$ cat src/rtl/bridge_tx_hex.sv
// bridge_tx_hex: queues bus read/write completions in a small FIFO and
// serialises each entry as an ASCII hex message on a byte-wide
// ready/valid sink (normally uart_tx).
//   Read entry : PREAMBLE, DATA_WIDTH/4 hex digits (MSB first), CR, LF
//   Write entry: 'W', CR, LF   (only when WRITE_ACK=1; otherwise ignored)
// Ports:
//   clk, rst      clock, synchronous active-high reset
//   rdata_i       completion data
//   rw_i          0 = read completion, 1 = write completion
//   valid_i       completion strobe, no backpressure
//   ready_i       sink ready
//   data_o        byte to sink (registered)
//   valid_o       byte valid (registered)
//   busy_o        FIFO non-empty or message in flight (registered)
//   overflow_o    sticky flag: an enqueueable completion was dropped
module bridge_tx_hex #(
    parameter int          DATA_WIDTH = 16,
    parameter int          DEPTH      = 4,
    parameter bit          WRITE_ACK  = 1'b0,
    parameter logic [7:0]  PREAMBLE   = 8'h4D
) (
    input  logic                  clk,
    input  logic                  rst,
    input  logic [DATA_WIDTH-1:0] rdata_i,
    input  logic                  rw_i,
    input  logic                  valid_i,
    input  logic                  ready_i,
    output logic [7:0]            data_o,
    output logic                  valid_o,
    output logic                  busy_o,
    output logic                  overflow_o
);
    localparam int NDIG = DATA_WIDTH / 4;
    localparam int AW   = $clog2(DEPTH);
    localparam int CW   = AW + 1;
    localparam int IW   = $clog2(NDIG + 1);

    typedef enum logic [2:0] {
        ST_IDLE  = 3'd0,
        ST_HEAD  = 3'd1,
        ST_DIGIT = 3'd2,
        ST_ACK   = 3'd3,
        ST_CR    = 3'd4,
        ST_LF    = 3'd5
    } state_e;

    // Entry layout: {rw, data}
    logic [DATA_WIDTH:0]   mem_q [DEPTH];
    logic [AW-1:0]         wr_q, wr_d, rd_q, rd_d;
    logic [CW-1:0]         count_q, count_d;
    state_e                state_q, state_d;
    logic [DATA_WIDTH-1:0] hold_q, hold_d;
    logic [IW-1:0]         idx_q, idx_d;
    logic [7:0]            data_q, data_d;
    logic                  valid_q, valid_d;
    logic                  busy_q, busy_d;
    logic                  ovf_q, ovf_d;

    logic                  enq_s, full_s, push_s, pop_s, xfer_s;
    logic [DATA_WIDTH:0]   head_s;

    function automatic logic [7:0] hex_ascii(input logic [3:0] n);
        logic [7:0] r;
        if (n < 4'd10) begin
            r = 8'h30 + {4'h0, n};
        end else begin
            r = 8'h37 + {4'h0, n};    // 10 -> 'A' (8'h41)
        end
        return r;
    endfunction

    // Nibble idx counted from the most significant end.
    function automatic logic [3:0] nib_sel(input logic [DATA_WIDTH-1:0] v,
                                           input logic [IW-1:0] i);
        logic [3:0] r;
        r = 4'h0;
        for (int k = 0; k < NDIG; k++) begin
            if (i == IW'(k)) begin
                r = v[(NDIG-1-k)*4 +: 4];
            end else begin
                r = r;
            end
        end
        return r;
    endfunction

    assign enq_s  = valid_i && (!rw_i || WRITE_ACK);
    assign full_s = (count_q == CW'(DEPTH));
    assign push_s = enq_s && !full_s;
    assign xfer_s = valid_q && ready_i;
    assign head_s = mem_q[rd_q];

    // Next-state: FIFO bookkeeping, message FSM and registered output values.
    always_comb begin
        state_d = state_q;
        hold_d  = hold_q;
        idx_d   = idx_q;
        pop_s   = 1'b0;

        case (state_q)
            ST_IDLE: begin
                if (count_q != '0) begin
                    pop_s = 1'b1;
                end else begin
                    pop_s = 1'b0;
                end
            end
            ST_HEAD: begin
                if (xfer_s) begin
                    state_d = ST_DIGIT;
                    idx_d   = '0;
                end else begin
                    state_d = ST_HEAD;
                end
            end
            ST_DIGIT: begin
                if (xfer_s && (idx_q == IW'(NDIG - 1))) begin
                    state_d = ST_CR;
                end else if (xfer_s) begin
                    idx_d = idx_q + IW'(1);
                end else begin
                    idx_d = idx_q;
                end
            end
            ST_ACK: begin
                if (xfer_s) begin
                    state_d = ST_CR;
                end else begin
                    state_d = ST_ACK;
                end
            end
            ST_CR: begin
                if (xfer_s) begin
                    state_d = ST_LF;
                end else begin
                    state_d = ST_CR;
                end
            end
            ST_LF: begin
                // Chain straight into the next queued entry, no idle bubble.
                if (xfer_s && (count_q != '0)) begin
                    pop_s = 1'b1;
                end else if (xfer_s) begin
                    state_d = ST_IDLE;
                end else begin
                    state_d = ST_LF;
                end
            end
            default: begin
                state_d = ST_IDLE;
            end
        endcase

        if (pop_s) begin
            hold_d  = head_s[DATA_WIDTH-1:0];
            idx_d   = '0;
            state_d = head_s[DATA_WIDTH] ? ST_ACK : ST_HEAD;
        end else begin
            hold_d = hold_d;
        end

        wr_d    = push_s ? (wr_q + AW'(1)) : wr_q;
        rd_d    = pop_s  ? (rd_q + AW'(1)) : rd_q;
        count_d = count_q + {{AW{1'b0}}, push_s} - {{AW{1'b0}}, pop_s};
        ovf_d   = ovf_q || (enq_s && full_s);

        case (state_d)
            ST_HEAD:  data_d = PREAMBLE;
            ST_DIGIT: data_d = hex_ascii(nib_sel(hold_d, idx_d));
            ST_ACK:   data_d = 8'h57;
            ST_CR:    data_d = 8'h0D;
            ST_LF:    data_d = 8'h0A;
            default:  data_d = 8'h00;
        endcase

        valid_d = (state_d != ST_IDLE);
        busy_d  = (count_d != '0) || (state_d != ST_IDLE);
    end

    // Control and output registers with synchronous reset.
    always_ff @(posedge clk) begin
        if (rst) begin
            state_q <= ST_IDLE;
            hold_q  <= '0;
            idx_q   <= '0;
            wr_q    <= '0;
            rd_q    <= '0;
            count_q <= '0;
            data_q  <= 8'h00;
            valid_q <= 1'b0;
            busy_q  <= 1'b0;
            ovf_q   <= 1'b0;
        end else begin
            state_q <= state_d;
            hold_q  <= hold_d;
            idx_q   <= idx_d;
            wr_q    <= wr_d;
            rd_q    <= rd_d;
            count_q <= count_d;
            data_q  <= data_d;
            valid_q <= valid_d;
            busy_q  <= busy_d;
            ovf_q   <= ovf_d;
        end
    end

    // FIFO storage; contents are don't-care once the pointers are reset.
    always_ff @(posedge clk) begin
        if (push_s && !rst) begin
            mem_q[wr_q] <= {rw_i, rdata_i};
        end
    end

    assign data_o     = data_q;
    assign valid_o    = valid_q;
    assign busy_o     = busy_q;
    assign overflow_o = ovf_q;

endmodule

$ cat config.mk
export PLATFORM = sky130hd
export DESIGN_NAME = bridge_tx_hex
export DESIGN_NICKNAME = d
export VERILOG_FILES = /design/src/rtl/bridge_tx_hex.sv
export SDC_FILE = /design/constraint.sdc
export NUM_CORES = 1
export LEC_CHECK = 0
export ABC_AREA = 1
export ABC_CLOCK_PERIOD_IN_PS = 6000
export CAP_MARGIN = 20
export CELL_PAD_IN_SITES_DETAIL_PLACEMENT = 2
export CELL_PAD_IN_SITES_GLOBAL_PLACEMENT = 2
export CORE_ASPECT_RATIO = 0.75
export CORE_MARGIN = 5
export CORE_UTILIZATION = 40
export DETAILED_ROUTE_END_ITERATION = 8
export GPL_TIMING_DRIVEN = 0
export PLACE_DENSITY = 0.92
export SYNTH_ARGS = -nofsm -noshare
export SYNTH_HDL_FRONTEND = slang
export SYNTH_SLANG_ARGS = --single-unit
$ cat constraint.sdc
create_clock -name clk -period 6 [get_ports clk]
set_clock_uncertainty 0.15 [all_clocks]
set_input_delay 1.2 -clock clk [delete_from_list [all_inputs] [get_ports clk]]
set_output_delay 1.2 -clock clk [all_outputs]
set_load 0.01 [all_outputs]
==> summary.txt, run 1 <==
Status
  – Outcome: finished clean

GRT
  – Vias in the first global route: around 4400
  – Total track usage: a little under a quarter
  – Gr ovfl total: 0
  – Largest net degree at the start of global routing: 21
  – First-pass GRT wire length: 25100 um
  – Initial antenna violation count: 0

Routing
  – Final wirelength: 15740 um
  – Detailed Routing Iterations Pass 1: 4
  – Wirelength per Cell: about 22 um
  – Vias: between 3000 and 4000
  – Final ANT Viol Nets: 0
  – Residual DRC: 0
  – Via-per-instance ratio: around 5.4
  – Initial drt markers: approximately 180

Power
  – Static Leak: approximately 2.2 nW
  – Power density over the cells: approximately 500 nW/um^2
  – Peak VDD IR: approximately 0.00020 V

Clock tree
  – Clock Latency Late Sink: 0.35 ns
  – H-tree Lvls: 3
  – CTS Hold Bufs: 0
  – Post-CTS Setup Bufs: 0
  – # resized after CTS: 0
  – Root Driver: clkbuf_16
  – Num CTS Buffers: 9
  – Maximum root-to-sink buffer count: 2
  – TritonCTS clock tree: done
  – Clock slew at reported path FFs: roughly 0.080 ns
  – Sink Count: around 110

Critical path
  – Worst Setup Start Kind: input port
  – Worst path cell trace: clkdlybuf4s50_1 -> nand2_2 -> inv_1 -> nand3_4 -> nand2_4 -> buf_6 -> buf_6 -> ha_1 -> inv_1 -> ha_1 -> inv_1 -> fa_1 -> nor2_1 -> nor3_1 -> nand2_1
  – CP max FO: 10
  – FF-to-FF End: data_o[2]
  – Cell count of the worst reg-to-reg path: 15
  – CP required: slightly above 6 ns
  – CP max stage cell: fa_1
  – Arr. time, crit path: 4.03 ns
  – Crit-path most repeated cell: inv_1
  – Slowest stage delay, CP: ~0.50 ns
  – CP Capture Type: flip-flop
  – Setup CP Type: input port to flip-flop
  – Reg2reg setup slack: 2.80 ns

Logic synthesis
  – Primary FF master, synth: edfxtp_1
  – Synth Area in XOR/XNOR: 0%
  – Top post-synthesis cells by count: nor2_1, nand2_1, edfxtp_1
  – Async SR Flop Fraction: 0%
  – Post-synth top area cell: edfxtp_1
  – Synth Area in Compound Gates: 9.759%
  – Netlist cell types: 38
  – #FFs+latches synth: ~110
  – Post-synthesis adder-cell area fraction: 3.003%
  – Synth Area in Simple Gates: about a fifth
  – Post-synthesis sequential area ratio: between 50% and 60%
  – Top-count cell post-synth: nor2_1
  – Share of the synthesized area in the top cell type: a little over two fifths
  – Mux cell area share after synthesis: 0%
  – Top area cells in the synthesized netlist: edfxtp_1, dfxtp_1, nor2_1, nand2_1, o21ai_0
  – Mapped Nets: 535
  – Mapped Area: a little under 5000 sq um
  – Synth Area per Inst: about 9.6 sq um
  – Count of flip-flops with a built-in enable after synthesis: 68
  – Largest family of logic cells by synthesized area: simple AND/OR/NAND/NOR gates
  – Post-Synthesis Cells: between 500 and 600
  – Synth Warn #: 0

Floorplan
  – Placeable Area: 11700 sq um
  – Cell row count: 34
  – Die height: about 110 um
  – I/O Pins: 32
  – Die area: approximately 14000 sq um
  – Die Wd: 136.9 um
  – Initial Utilization: 41.32%

STA
  – RSZ-0062 raised after global routing: no
  – Hold WS: between 0.3 and 0.4 ns
  – Setup Viol. Count Final: 0
  – Fmax: between 0.2 and 0.3 GHz
  – Total negative slack: 0 ns
  – Min cycle time layout: ~4 ns
  – Max-slew violations: 0
  – Final Hold Vio Count: 0
  – Fin crit share: around 66%
  – Least-Margin Pin Slew: ~0.67 ns
  – Relative slew margins: between 50% and 60%

Layout
  – Nets: 580
  – Layout cells sized above 1: between 10% and 20%
  – Layout Cells excl Fill: just over 700
  – Final core utilization: about half
  – Design area: ~5700 sq um
  – Diode count: 0
  – Syn-to-layout area delta: 18.41%

Placement
  – IO buf count: 30
  – Post-detail-place hpwl: between 10000 and 15000 um
  – Placed Area: approximately 5400 sq um
  – Post-Place Cells: approximately 700
  – GPL Wtd Cong: between 0.8 and 0.9

Hold path
  – HP Start: overflow_o
  – Hold Crit Class: flip-flop to flip-flop
  – Worst Hold Endpoint: overflow_o
  – Min-Delay Path Depth: 2

Run
  – Max-cap viol count: 0
## placed cells by master, fill, tap and decap left out, types with 2 or more instances in the layout
cell type / Yosys / routed
a21oi_1: 18 / 18
a21oi_2: 3 / 3
buf_2: 5 / 5
buf_4: 2 / 2
buf_6: 3 / 3
buf_8: 0 / 4
clkbuf_1: 8 / 8
clkbuf_16: 0 / 9
clkdlybuf4s50_1: 0 / 30
dfxtp_1: 41 / 41
edfxtp_1: 68 / 68
ha_1: 10 / 10
inv_1: 50 / 50
inv_2: 5 / 5
inv_6: 0 / 3
nand2_1: 81 / 81
nand2_2: 10 / 10
nand2_4: 4 / 4
nand3_1: 17 / 17
nand3_4: 2 / 2
nand4_1: 10 / 10
nor2_1: 82 / 78
nor2_2: 3 / 7
nor2_4: 4 / 4
nor3_1: 3 / 3
o21ai_0: 43 / 43
o21ai_1: 6 / 6
o22ai_1: 10 / 10
or2_1: 2 / 2
## cell type report
class                      instances  area, sq um
clock inverter                     7        91.34
inverter                          56        212.7
buffer                            18        103.9
sequential                       109         2863
multi-input combinational        320         1664
fill                            1215         5976
clock buffer                       9        225.2
tap                              162        202.7
timing repair buffer              34        360.3
## per-stage QoR
| step | power (mW) | setup slack, ns |
|---|---|---|
| global route | 3.133 | 1.877 |
| floorplan | 1.811 | 2.653 |
| CTS | 2.961 | 2.062 |
| finish | 2.940 | 2.064 |
| detailed placement | 2.278 | 1.720 |
| global placement | 2.126 | 1.796 |
## report_power, final
group / total, mW / switching (mW) / internal, mW
Clock: 0.637 / 0.301 / 0.335
Sequential: 0.970 / 0.0592 / 0.910
Combinational: 1.33 / 0.919 / 0.415
## sequential cells by signal, summed over array words and instances (netlist names), 2 cells and up, named ones only
signal and count:
count_q 3, hold_q 16, state_q 3, wr_q 2
idx_q 3, rd_q 2, mem_q 68, data_o 7
## how the worst max path moves through the flow
stage,cells after the start,slack (ns),startpoint,to
2_1_floorplan,14,2.65,ready_i,busy_o
3_3_place_gp,5,1.80,rw_i,mem_q[0][5]
3_5_place_dp,15,1.72,ready_i,busy_o
4_1_cts,15,2.06,ready_i,busy_o
5_1_grt,15,1.88,ready_i,busy_o
6_report,15,2.06,ready_i,busy_o
## worst max-delay path: cells and delay by family
family | cells | cell delay, ns
and+or+nand+nor | 6 | 0.85
buffers and inverters | 6 | 1.11
adders and majority gates | 3 | 0.87
## cells by family (layout without fill, tap and decap cells)
group           after synthesis  count (layout)
fa+ha+maj                    11              11
simple gates                223             223
compound gates               85              85
other cells                   1               1
flops                       109             109
buf+inv                      74             124
## metal layers
layer | part of all wire (%) | wire (um) | track usage [%] | up-vias
met5 | 0 | 0 | 0 | -
met1 | 40 | 6332 | 27.41 | 1954
met2 | 54 | 8445 | 42.30 | 85
li1 | - | - | - | 1769
met4 | 2.5 | 390 | 7.194 | 0
met3 | 3.6 | 567 | 4.275 | 26
Note: power is estimated with default switching activity, not from simulation.
==> run 2: changes to the inputs <==
--- a/config.mk
+++ b/config.mk
@@ -6,16 +6,16 @@
 export NUM_CORES = 1
 export LEC_CHECK = 0
 export ABC_AREA = 1
-export ABC_CLOCK_PERIOD_IN_PS = 6000
+export ABC_CLOCK_PERIOD_IN_PS = 3950
 export CAP_MARGIN = 20
 export CELL_PAD_IN_SITES_DETAIL_PLACEMENT = 2
 export CELL_PAD_IN_SITES_GLOBAL_PLACEMENT = 2
 export CORE_ASPECT_RATIO = 0.75
 export CORE_MARGIN = 5
-export CORE_UTILIZATION = 40
+export CORE_UTILIZATION = 38
 export DETAILED_ROUTE_END_ITERATION = 8
 export GPL_TIMING_DRIVEN = 0
-export PLACE_DENSITY = 0.92
+export PLACE_DENSITY = 0.89
 export SYNTH_ARGS = -nofsm -noshare
 export SYNTH_HDL_FRONTEND = slang
 export SYNTH_SLANG_ARGS = --single-unit
==> constraint.sdc (replaced) <==
create_clock -name clk -period 3.95 [get_ports clk]
set_clock_uncertainty 0.15 [all_clocks]
set_input_delay 0.79 -clock clk [delete_from_list [all_inputs] [get_ports clk]]
set_output_delay 0.79 -clock clk [all_outputs]
set_load 0.01 [all_outputs]
==> summary.txt, run 2 (synthesis results as in run 1) <==
Status
  – Outcome: finished clean

Power
  – Static Leak: between 2 and 2.5 nW
  – Power density over the cells: 767.0 nW/um^2
  – Peak VDD IR: approximately 0.00030 V

Placement
  – Post-detail-place hpwl: ~11000 um
  – Setup WS pre-CTS: roughly 0.098 ns
  – IO buf count: 30
  – GPL Wtd Cong: just under 0.9
  – Placed Area: 5424 sq um
  – Post-Place Cells: ~700

Layout
  – Layout cells sized above 1: ~13%
  – Most frequent cells in the layout: nand2_1, nor2_1, edfxtp_1
  – Leading cell type in the layout, fill and taps excluded: nand2_1
  – Max FFs per register: between 60 and 70
  – Design area: approximately 5700 sq um
  – Nets: between 500 and 600
  – Layout Cells excl Fill: between 700 and 800
  – Top reg by flops: mem_q
  – Syn-to-layout area delta: 18.51%
  – Diode count: 0
  – Fill count: approximately 1300

Floorplan
  – Cell row count: 35
  – I/O Pins: 32
  – Initial Utilization: between 30% and 40%
  – Die height: roughly 110 um
  – Placeable Area: 12350 sq um
  – Die area: between 15000 and 20000 sq um
  – Die Wd: between 100 and 150 um

Critical path
  – Arr. time, crit path: about 3.6 ns
  – CP max FO: 10
  – Worst Setup Start Kind: input port
  – Setup CP Type: input port to flip-flop
  – CP required: just over 4 ns
  – Reg2reg setup slack: 0.84 ns
  – CP startpoint: ready_i
  – CP Capture Type: flip-flop
  – Crit-path most repeated cell: inv_1
  – FF-to-FF End: data_o[2]
  – Cell count of the worst reg-to-reg path: 18
  – Slowest stage delay, CP: 0.49 ns
  – CP max stage cell: clkdlybuf4s50_1
  – Worst path cell trace: clkdlybuf4s50_1 -> nand2_2 -> inv_1 -> nand3_4 -> nand2_4 -> buf_6 -> buf_6 -> ha_1 -> inv_1 -> ha_1 -> inv_1 -> fa_1 -> nor2_1 -> nor3_1 -> nand2_1
  – Bufs and invs on worst path: 6
  – Critical path's top delay family: buffers and inverters

Routing
  – Final wirelength: ~15000 um
  – Met2 Wirelength: ~8000 um
  – Detailed Routing Iterations Pass 1: 4
  – Residual DRC: 0
  – Highest routed layer: met4
  – Via-per-instance ratio: around 5.3
  – Final ANT Viol Nets: 0
  – Wirelength per Cell: 21.31 um
  – Met3 WL: 534 um
  – Initial drt markers: 170
  – Vias: about 3800
  – Metal-1 WL: approximately 6400 um

Clock tree
  – Num CTS Buffers: 9
  – Sink Count: 109
  – # resized after CTS: 0
  – Maximum root-to-sink buffer count: 2
  – CTS Hold Bufs: 0
  – Clock Latency Late Sink: about 0.36 ns
  – H-tree Lvls: 3
  – Root Driver: clkbuf_16
  – Clock slew at reported path FFs: about 0.080 ns
  – TritonCTS clock tree: done
  – Post-CTS Setup Bufs: 0

STA
  – Final Hold Vio Count: 0
  – Least-Margin Pin Slew: 0.6256 ns
  – Total negative slack: 0 ns
  – Fmax: 0.2892 GHz
  – Min cycle time layout: roughly 3.5 ns
  – Max-slew violations: 0
  – PnR worst setup slack: 0.4923 ns
  – RSZ-0062 raised after global routing: no
  – Fin crit share: ~88%
  – Setup Viol. Count Final: 0
  – Relative slew margins: about three fifths

Run
  – Max-cap viol count: 0

Hold path
  – Worst Hold Endpoint: overflow_o
  – Hold Crit Class: flip-flop to flip-flop
  – Min-Delay Path Depth: 2
  – HP Start: overflow_o

GRT
  – Vias in the first global route: about 4300
  – Initial antenna violation count: 0
  – Gr ovfl total: 0
  – Largest net degree at the start of global routing: 23
  – First-pass GRT wire length: ~24000 um
  – Total track usage: 20.88%
[run 2: worst max path at each step]
stage | endpoint | slack, ns | cells after the start
after floorplan | busy_o | 1.01 | 14
after global placement | mem_q[3][5] | 0.09 | 5
after detailed placement | busy_o | 0.1 | 15
after CTS | busy_o | 0.47 | 15
after global routing | busy_o | 0.29 | 15
final | busy_o | 0.49 | 15
[run 2: layer usage]
metal,vias up,GRT usage (%)
met2,73,38.39
met4,0,7.123
met3,30,4.396
li1,1771,-
met1,1906,24.18
met5,-,0
[run 2: layout make-up]
| type | count | area [sq um] | share of cell area [%] |
|---|---|---|---|
| plain buffers | 18 | 103.9 | 1.813 |
| clock buffers | 9 | 225.2 | 3.932 |
| clock inverters | 7 | 78.83 | 1.376 |
| inverters | 56 | 212.7 | 3.713 |
| multi-input cells | 320 | 1664 | 29.05 |
| flip-flops and latches | 109 | 2863 | 49.98 |
| well taps | 166 | 207.7 | 3.626 |
| repair buffers | 34 | 372.9 | 6.509 |
[run 2: worst register-to-register path: cells and delay by family, from the launching register on]
kind	cells	cell delay [ns]
flops	1	0.32
simple gates	8	0.63
compound gates	5	0.76
fa+ha+maj	1	0.20
buf+inv	4	0.99
[run 2: through the flow]
step	utilization, %	power (mW)	hold slack, ns
after global routing	46.38	4.667	0.3847
after floorplan	-	2.752	0.2861
after CTS	46.38	4.413	0.3602
final	46.38	4.394	0.3551
after detailed placement	43.92	3.399	0.3256
after global placement	43.25	3.242	0.3011
[run 2: where the power goes]
group / internal (mW) / switching, mW
clock: 0.457 / 0.483
sequential: 1.38 / 0.0796
combinational: 0.626 / 1.37
==> run 3: changes to the inputs <==
--- a/config.mk
+++ b/config.mk
@@ -15,6 +15,7 @@
 export CORE_UTILIZATION = 38
 export DETAILED_ROUTE_END_ITERATION = 8
 export GPL_TIMING_DRIVEN = 0
+export HOLD_SLACK_MARGIN = 0.02
 export PLACE_DENSITY = 0.89
 export SYNTH_ARGS = -nofsm -noshare
 export SYNTH_HDL_FRONTEND = slang
==> results of run 3 <==
No change in the layout: final DEF, timing and power equal those of run 2.
